File: src/rtl/matmul_engine.sv
// matmul_engine: computes C = A x B by walking the data memory directly.
//   A is X x Y, B is Y x Z, C is X x Z; all row-major and unsigned.
//   A and B elements are DATA_W wide. Each C element is written as
//   BYTES = ACC_W/DATA_W little-endian memory words.
//
// Ports:
//   clk, rst            clock; asynchronous active-high reset
//   start               request, accepted only while idle
//   dim_x/y/z           matrix dimensions (DIM_W each)
//   base_a/b/c          base addresses (ADDR_W each)
//   mem_rdata           read data, valid the cycle after the read is issued
//   mem_en/we/addr/wdata  memory master port
//   busy                engine owns memory
//   done                one-cycle pulse when C is complete
//   error               one-cycle pulse when start is rejected (zero dimension)
module matmul_engine #(
    parameter int DATA_W = 8,
    parameter int ACC_W  = 24,
    parameter int ADDR_W = 16,
    parameter int DIM_W  = 8
) (
    input  logic              clk,
    input  logic              rst,
    input  logic              start,
    input  logic [DIM_W-1:0]  dim_x,
    input  logic [DIM_W-1:0]  dim_y,
    input  logic [DIM_W-1:0]  dim_z,
    input  logic [ADDR_W-1:0] base_a,
    input  logic [ADDR_W-1:0] base_b,
    input  logic [ADDR_W-1:0] base_c,
    input  logic [DATA_W-1:0] mem_rdata,
    output logic              mem_en,
    output logic              mem_we,
    output logic [ADDR_W-1:0] mem_addr,
    output logic [DATA_W-1:0] mem_wdata,
    output logic              busy,
    output logic              done,
    output logic              error
);
    localparam int BYTES = ACC_W / DATA_W;
    localparam int BW    = (BYTES > 1) ? $clog2(BYTES) : 1;

    typedef enum logic [2:0] {
        S_IDLE, S_RD_A, S_RD_B, S_MAC, S_WR, S_DONE, S_ERR
    } state_t;

    state_t            state_q, state_d;
    logic [DIM_W-1:0]  dx_q, dx_d, dy_q, dy_d, dz_q, dz_d;
    logic [DIM_W-1:0]  i_q, i_d, j_q, j_d, k_q, k_d;
    logic [BW-1:0]     b_q, b_d;
    logic [ACC_W-1:0]  acc_q, acc_d;
    logic [DATA_W-1:0] a_q, a_d;
    // Running pointers:
    //   row_a: start of A row i      ptr_a: A[i][k]
    //   col_b: start of B column j   ptr_b: B[k][j]
    //   ptr_c: next C byte to write
    logic [ADDR_W-1:0] base_b_q, base_b_d;
    logic [ADDR_W-1:0] row_a_q, row_a_d, ptr_a_q, ptr_a_d;
    logic [ADDR_W-1:0] col_b_q, col_b_d, ptr_b_q, ptr_b_d;
    logic [ADDR_W-1:0] ptr_c_q, ptr_c_d;

    logic [2*DATA_W-1:0] prod;
    logic                k_last, j_last, i_last, b_last;

    assign prod   = a_q * mem_rdata;
    assign k_last = (k_q == dy_q - DIM_W'(1));
    assign j_last = (j_q == dz_q - DIM_W'(1));
    assign i_last = (i_q == dx_q - DIM_W'(1));
    assign b_last = (b_q == BW'(BYTES - 1));

    always_ff @(posedge clk or posedge rst) begin
        if (rst) begin
            state_q  <= S_IDLE;
            dx_q     <= '0;
            dy_q     <= '0;
            dz_q     <= '0;
            i_q      <= '0;
            j_q      <= '0;
            k_q      <= '0;
            b_q      <= '0;
            acc_q    <= '0;
            a_q      <= '0;
            base_b_q <= '0;
            row_a_q  <= '0;
            ptr_a_q  <= '0;
            col_b_q  <= '0;
            ptr_b_q  <= '0;
            ptr_c_q  <= '0;
        end else begin
            state_q  <= state_d;
            dx_q     <= dx_d;
            dy_q     <= dy_d;
            dz_q     <= dz_d;
            i_q      <= i_d;
            j_q      <= j_d;
            k_q      <= k_d;
            b_q      <= b_d;
            acc_q    <= acc_d;
            a_q      <= a_d;
            base_b_q <= base_b_d;
            row_a_q  <= row_a_d;
            ptr_a_q  <= ptr_a_d;
            col_b_q  <= col_b_d;
            ptr_b_q  <= ptr_b_d;
            ptr_c_q  <= ptr_c_d;
        end
    end

    always_comb begin
        state_d   = state_q;
        dx_d      = dx_q;
        dy_d      = dy_q;
        dz_d      = dz_q;
        i_d       = i_q;
        j_d       = j_q;
        k_d       = k_q;
        b_d       = b_q;
        acc_d     = acc_q;
        a_d       = a_q;
        base_b_d  = base_b_q;
        row_a_d   = row_a_q;
        ptr_a_d   = ptr_a_q;
        col_b_d   = col_b_q;
        ptr_b_d   = ptr_b_q;
        ptr_c_d   = ptr_c_q;
        mem_en    = 1'b0;
        mem_we    = 1'b0;
        mem_addr  = '0;
        mem_wdata = '0;
        busy      = 1'b0;
        done      = 1'b0;
        error     = 1'b0;

        case (state_q)
            S_IDLE: begin
                if (start) begin
                    dx_d     = dim_x;
                    dy_d     = dim_y;
                    dz_d     = dim_z;
                    base_b_d = base_b;
                    row_a_d  = base_a;
                    ptr_a_d  = base_a;
                    col_b_d  = base_b;
                    ptr_b_d  = base_b;
                    ptr_c_d  = base_c;
                    i_d      = '0;
                    j_d      = '0;
                    k_d      = '0;
                    b_d      = '0;
                    acc_d    = '0;
                    if (dim_x == '0 || dim_y == '0 || dim_z == '0)
                        state_d = S_ERR;
                    else
                        state_d = S_RD_A;
                end
            end
            S_RD_A: begin
                busy     = 1'b1;
                mem_en   = 1'b1;
                mem_addr = ptr_a_q;
                state_d  = S_RD_B;
            end
            S_RD_B: begin
                // mem_rdata here is the A element requested in RD_A
                busy     = 1'b1;
                mem_en   = 1'b1;
                mem_addr = ptr_b_q;
                a_d      = mem_rdata;
                state_d  = S_MAC;
            end
            S_MAC: begin
                busy  = 1'b1;
                acc_d = acc_q + ACC_W'(prod);
                if (k_last) begin
                    b_d     = '0;
                    state_d = S_WR;
                end else begin
                    k_d     = k_q + DIM_W'(1);
                    ptr_a_d = ptr_a_q + ADDR_W'(1);
                    ptr_b_d = ptr_b_q + ADDR_W'(dz_q);
                    state_d = S_RD_A;
                end
            end
            S_WR: begin
                busy      = 1'b1;
                mem_en    = 1'b1;
                mem_we    = 1'b1;
                mem_addr  = ptr_c_q;
                mem_wdata = acc_q[DATA_W*b_q +: DATA_W];
                ptr_c_d   = ptr_c_q + ADDR_W'(1);
                if (!b_last) begin
                    b_d = b_q + BW'(1);
                end else begin
                    // element done: clear for the next (i, j) and step j, then i
                    b_d     = '0;
                    acc_d   = '0;
                    k_d     = '0;
                    state_d = S_RD_A;
                    if (!j_last) begin
                        j_d     = j_q + DIM_W'(1);
                        col_b_d = col_b_q + ADDR_W'(1);
                        ptr_b_d = col_b_q + ADDR_W'(1);
                        ptr_a_d = row_a_q;
                    end else begin
                        j_d     = '0;
                        col_b_d = base_b_q;
                        ptr_b_d = base_b_q;
                        if (!i_last) begin
                            i_d     = i_q + DIM_W'(1);
                            row_a_d = row_a_q + ADDR_W'(dy_q);
                            ptr_a_d = row_a_q + ADDR_W'(dy_q);
                        end else begin
                            state_d = S_DONE;
                        end
                    end
                end
            end
            S_DONE: begin
                done    = 1'b1;
                state_d = S_IDLE;
            end
            S_ERR: begin
                error   = 1'b1;
                state_d = S_IDLE;
            end
            default: state_d = S_IDLE;
        endcase
    end
endmodule
File: config.mk
export PLATFORM = sky130hd
export DESIGN_NAME = matmul_engine
export DESIGN_NICKNAME = d
export VERILOG_FILES = /design/src/rtl/matmul_engine.sv
export SDC_FILE = /design/constraint.sdc
export NUM_CORES = 1
export LEC_CHECK = 0
export CAP_MARGIN = 40
export CORE_ASPECT_RATIO = 0.6
export CORE_MARGIN = 8
export CORE_UTILIZATION = 52
export DETAILED_ROUTE_END_ITERATION = 10
export PLACE_DENSITY = 0.72
export SYNTH_ARGS = -nofsm -noshare
export SYNTH_HDL_FRONTEND = slang
export SYNTH_SLANG_ARGS = --single-unit
File: constraint.sdc
create_clock -name clk -period 14.4 [get_ports clk]
set_input_delay 1.44 -clock clk [delete_from_list [all_inputs] [get_ports clk]]
set_output_delay 1.44 -clock clk [all_outputs]
set_load 0.05 [all_outputs]
==> results of run 1 <==
[routing by layer]
layer | up-vias | track usage | share of wire
met1 | 6476 | 0.4015 | 0.47
met4 | 2 | 0.08158 | 0.023
met5 | - | 0.01246 | 0.0012
met3 | 63 | 0.07543 | 0.11
li1 | 6128 | - | -
met2 | 631 | 0.3641 | 0.40
[state kept, by name, indices dropped and copies added (netlist names), 16 cells and up]
name,cells
acc_q,24
base_b_q,16
col_b_q,16
ptr_a_q,16
ptr_b_q,16
ptr_c_q,16
row_a_q,16
[cell usage in the layout (no fill, tap or decap), types with 6 or more instances in the layout]
cell type	netlist	routed
a211oi_1	11	11
a21o_1	13	13
a21oi_1	108	108
a221oi_1	6	6
a22oi_1	20	20
a31oi_1	37	37
and2_1	44	44
and3_1	17	17
and4_1	6	6
buf_4	3	22
bufinv_16	0	6
clkbuf_16	0	17
clkdlybuf4s50_1	0	111
dfrtp_1	181	181
fa_1	52	52
ha_1	66	66
inv_1	129	128
mux2_2	19	19
mux2i_1	26	26
nand2_1	266	263
nand2b_1	20	20
nand3_1	58	58
nand4_1	24	24
nor2_1	112	110
nor2b_1	11	11
nor3_1	33	33
nor3b_1	9	8
nor4_1	13	13
o211ai_1	21	21
o21a_1	7	7
o21ai_0	113	112
o21bai_1	8	8
o22ai_1	6	6
o31ai_1	17	17
or3_1	8	8
xnor2_1	41	41
xor2_1	31	31
[area by class of cell]
cell class,count,area [um^2]
fill,2386,10900
timing repair buffer,138,1323
antenna,1,2.502
clock inverter,12,224.0
inverter,130,493.0
tap,367,459.2
multi-input combinational,1311,8842
clock buffer,20,456.7
sequential,181,4529
[kinds of logic after synthesis]
kind of cell | share of synthesized area
compound gates | 0.1934
xor+xnor | 0.04435
fa+ha+maj | 0.1313
buf+inv | 0.06230
flops | 0.3185
mux | 0.03335
simple gates | 0.2168
[worst max-delay path by stage]
stage,cells after the start,end,slack [ps],from
3_5_place_dp,17,acc_q[18],7690,mem_rdata[1]
5_1_grt,17,acc_q[18],7670,mem_rdata[1]
3_3_place_gp,17,acc_q[18],7810,mem_rdata[1]
4_1_cts,17,acc_q[18],8140,mem_rdata[1]
6_report,17,acc_q[18],7980,mem_rdata[1]
2_1_floorplan,1,a_q[0],8040,rst
[through the flow]
step / std cells / instance area, um^2 / setup slack (ps)
2_1_floorplan: 1719 / 14220 / 8045
3_3_place_gp: 2120 / 15580 / 7806
3_5_place_dp: 2125 / 15640 / 7689
4_1_cts: 2157 / 16320 / 8140
5_1_grt: 2160 / 16330 / 7668
6_report: 2160 / 16330 / 7979
[critical path: stages]
cell and delay (ps):
clkdlybuf4s50_1 650, nand2_1 120, fa_1 520, inv_1 50
fa_1 450, ha_1 290, inv_1 50, fa_1 530
inv_1 70, ha_1 310, a211oi_1 430, o21ai_0 260
a311oi_1 730, a211oi_1 260, a31oi_1 350, xor2_1 170
nor2_1 50
==> metrics, run 1 <==
via/cell ratio 6.157; routed via count 13.30k; share of cells above drive strength 1 0.06083; first-pass GRT wire length 69870 um; RR Startpoint a_q[3]; Nets 1980; Post-Syn Nets 1920; number of DRC markers in iteration 0 1598; kind of start point of the critical path input pin; setup_tns 0 ps; GRT Overall Usage 0.2680; biggest area consumer among synthesized cells dfrtp_1; Hold Crit Depth 2; H-tree Lvls 4; root buffer cell clkbuf_16; CP Data Arrival Time 6740 ps; EDFF count, synth 0; Main synth FF type dfrtp_1; grt total ovfl 0; Synth async-reset ratio 1.000; hold crit path type register to register; final setup fails 0; hold_buf cts 0; Final Skew 12.23 ps; CTS tree yes; endpoint class of the critical path register; antenna-violating nets left 0; maximum clock frequency 155.7 MHz; fin crit period 6421 ps; WHS 471.0 ps; Die Y 144.1 um; period utilization 0.4459; routed len/inst 20.36 um; Yosys warning count 0; Reg2Reg Depth 16; hold path startpoint base_b_q[0]; Worst-path clk slew 60 ps; clock latency on the worst-skew pair 460 ps; port bufs 111; sequential fraction of the synthesis area 0.3185; Die Footprint 33070 um^2; count of unique library cells instantiated by Yosys 83; Detailed Route WL 43980 um; most frequent cell after synthesis nand2_1; worst-path fanout max 9; Finished Core Util 0.5997; crit path kind input pin to register; Boundary Pins 112; RSZ-0062 raised after global routing false; status finished clean; Yosys reg bits 181; post-route DRC violation count 0; RD Place Congestion 0.9201; WHS Endpoint base_b_q[0]; count of final hold-check violations 0; Critical Path RT 14720 ps; initial antenna violation count 1; core area 27230 um^2; Synth Instances 1719; Max Cap Viol 0; synthesized area per cell 8.272 um^2; cell row count 47; largest net degree at the start of global routing 65; initial core utilization 0.5223; synth top area cells dfrtp_1, fa_1, nand2_1, ha_1, o21ai_0; FF-to-FF End acc_q[18]; most common library cells after synthesis nand2_1, dfrtp_1, inv_1; fin. max-slew vios 0; Chip Width 229.5 um; CTS Sinks 181; Worst-Margin Slew 995.0 ps; Area growth syn-to-layout 14.83%; Slew HR 0.3367; post-DP HPWL 32020 um; Post-CTS Resized 0; reg-to-reg slack, setup 9060 ps; CTS buffer count 17; clk buf depth 2; Netlist Area Pre-Place 14220 um^2; post-CTS setup buffer count 0; Synth top area share 0.3185; DRT Pass-1 Iters 5; vias in the first global route 12.54k
Power of run 1 is left out: the tool's default activity adds up to more than one toggle a clock period on the data nets, which glitch-free logic cannot reach.
==> inputs of run 2 (changes only) <==
Settings changed: PLACE_DENSITY 0.72 to 0.75.
Clock period 14.4 ns to 5.58 ns, I/O delays scaled along.
==> run 2 against run 1 <==
  * Global-route usage is 0.26 points higher
  * Sequential cell count stayed put
  * Setup slack got worse by 7700 ps
  * Via count increased by 2.4%
  * Critical path depth shrank 1
  * Worst hold slack better by 2.9 ps
  * First-iteration DRC count rose by 16%
  * Sequential share of layout area down 0.11 points
  * Largest cell class unchanged
  * Critical path type unchanged
==> metrics, run 2 (same netlist as run 1, synthesis figures left out) <==
status finished clean; Nets 1986; crit path kind input pin to register; GRT Overall Usage 0.2706; RSZ-0062 raised after global routing false; Area growth syn-to-layout 15.28%; routed via count 13.61k; Worst-Margin Slew 945.0 ps; via/cell ratio 6.288; most frequent cells in the layout nand2_1, dfrtp_1, inv_1; Max Cap Viol 0; largest net degree at the start of global routing 104; CTS buffer count 17; hold_buf cts 0; initial antenna violation count 1; fin crit period 5256 ps; fin. max-slew vios 0; slowest library cell on the worst path clkdlybuf4s50_1; maximum clock frequency 190.3 MHz; hold crit path type register to register; clock latency on the worst-skew pair 470 ps; Boundary Pins 112; n_diodes 0; H-tree Lvls 4; Die Footprint 33070 um^2; grt total ovfl 0; share of cells above drive strength 1 0.06452; worst path bufs/invs 4; Final Skew 10.84 ps; WHS 473.9 ps; endpoint class of the critical path register; port bufs 111; RD Place Congestion 0.9261; DP Area 15770 um^2; root buffer cell clkbuf_16; cell row count 47; CP Data Arrival Time 5640 ps; Largest register FFs 24; initial core utilization 0.5223; CTS tree yes; period utilization 0.9420; Most flops, register acc_q; Worst-path clk slew 70 ps; Critical Path RT 5960 ps; fin area 16390 um^2; CP delay by family, top adder cells; number of DRC markers in iteration 0 1846; leading cell type in the layout, fill and taps excluded nand2_1; routed len/inst 20.64 um; core area 27230 um^2; post-CTS setup buffer count 0; slowest stage delay, CP 590 ps; CTS Sinks 181; final setup fails 0; count of final hold-check violations 0; post-DP HPWL 33030 um; vias in the first global route 12.96k; critical-path cell list clkdlybuf4s50_1 > and2_1 > fa_1 > fa_1 > inv_1 > fa_1 > fa_1 > inv_1 > ha_1 > and2_1 > o2111ai_1 > o21ai_0 > o21ai_0 > buf_4 > or3_1 > a21oi_1; post-route DRC violation count 0; kind of start point of the critical path input pin; Post-CTS Resized 0; Slew HR 0.3671; worst-path fanout max 9; antenna-violating nets left 0; reg-to-reg slack, setup 530 ps; setup_tns 0 ps; clk buf depth 2; # fillers 2319; first-pass GRT wire length 71130 um; Die Y 144.1 um; Top cell by count, worst path fa_1; Chip Width 229.5 um; Detailed Route WL 44690 um; DRT Pass-1 Iters 6
## run 2: metal layers
metal  part of all wire  global-route usage  up-vias  wire length (um)
met5            0.00020                   0        -                 9
met4              0.020             0.07322        2               888
met3               0.11             0.06759       70              5055
met2               0.41              0.3823      781             18480
met1               0.45              0.4040     6622             20260
li1                   -                   -     6139                 -
## run 2: tightest hold or removal path, stage by stage, from the launching register on
cell and delay [ps]:
dfrtp_1 340, nand2_1 50, nand2_1 60
## run 2: layout make-up
cell class | count | area (um^2) | share of cell area
Clock inverter | 15 | 197.7 | 0.01206
Multi-Input combinational cell | 1311 | 8842 | 0.5394
Clock buffer | 17 | 425.4 | 0.02595
Tap cell | 367 | 459.2 | 0.02801
Sequential cell | 181 | 4529 | 0.2763
Inverter | 130 | 493.0 | 0.03007
Timing Repair Buffer | 144 | 1445 | 0.08816
## run 2: per-stage QoR
step	utilization	setup WS [ps]	std cells
after global routing	0.6020	147.5	2165
after CTS	0.6020	416.7	2165
after global placement	0.5747	112.1	2125
after detailed placement	0.5792	-52.44	2133
after floorplan	-	106.7	1719
final	0.6020	323.9	2165
## run 2: worst paths after layout
path,from,to,cells after the start
worst min-delay path,base_b_q[5],base_b_q[5],2
worst max register to register,a_q[5],acc_q[20],17
max in group asynchronous,rst,col_b_q[11],3
min in group asynchronous,rst,dx_q[6],2
worst max-delay path,mem_rdata[6],acc_q[23],16
worst min register to register,base_b_q[5],base_b_q[5],2
Power of run 2 is left out for the same reason.
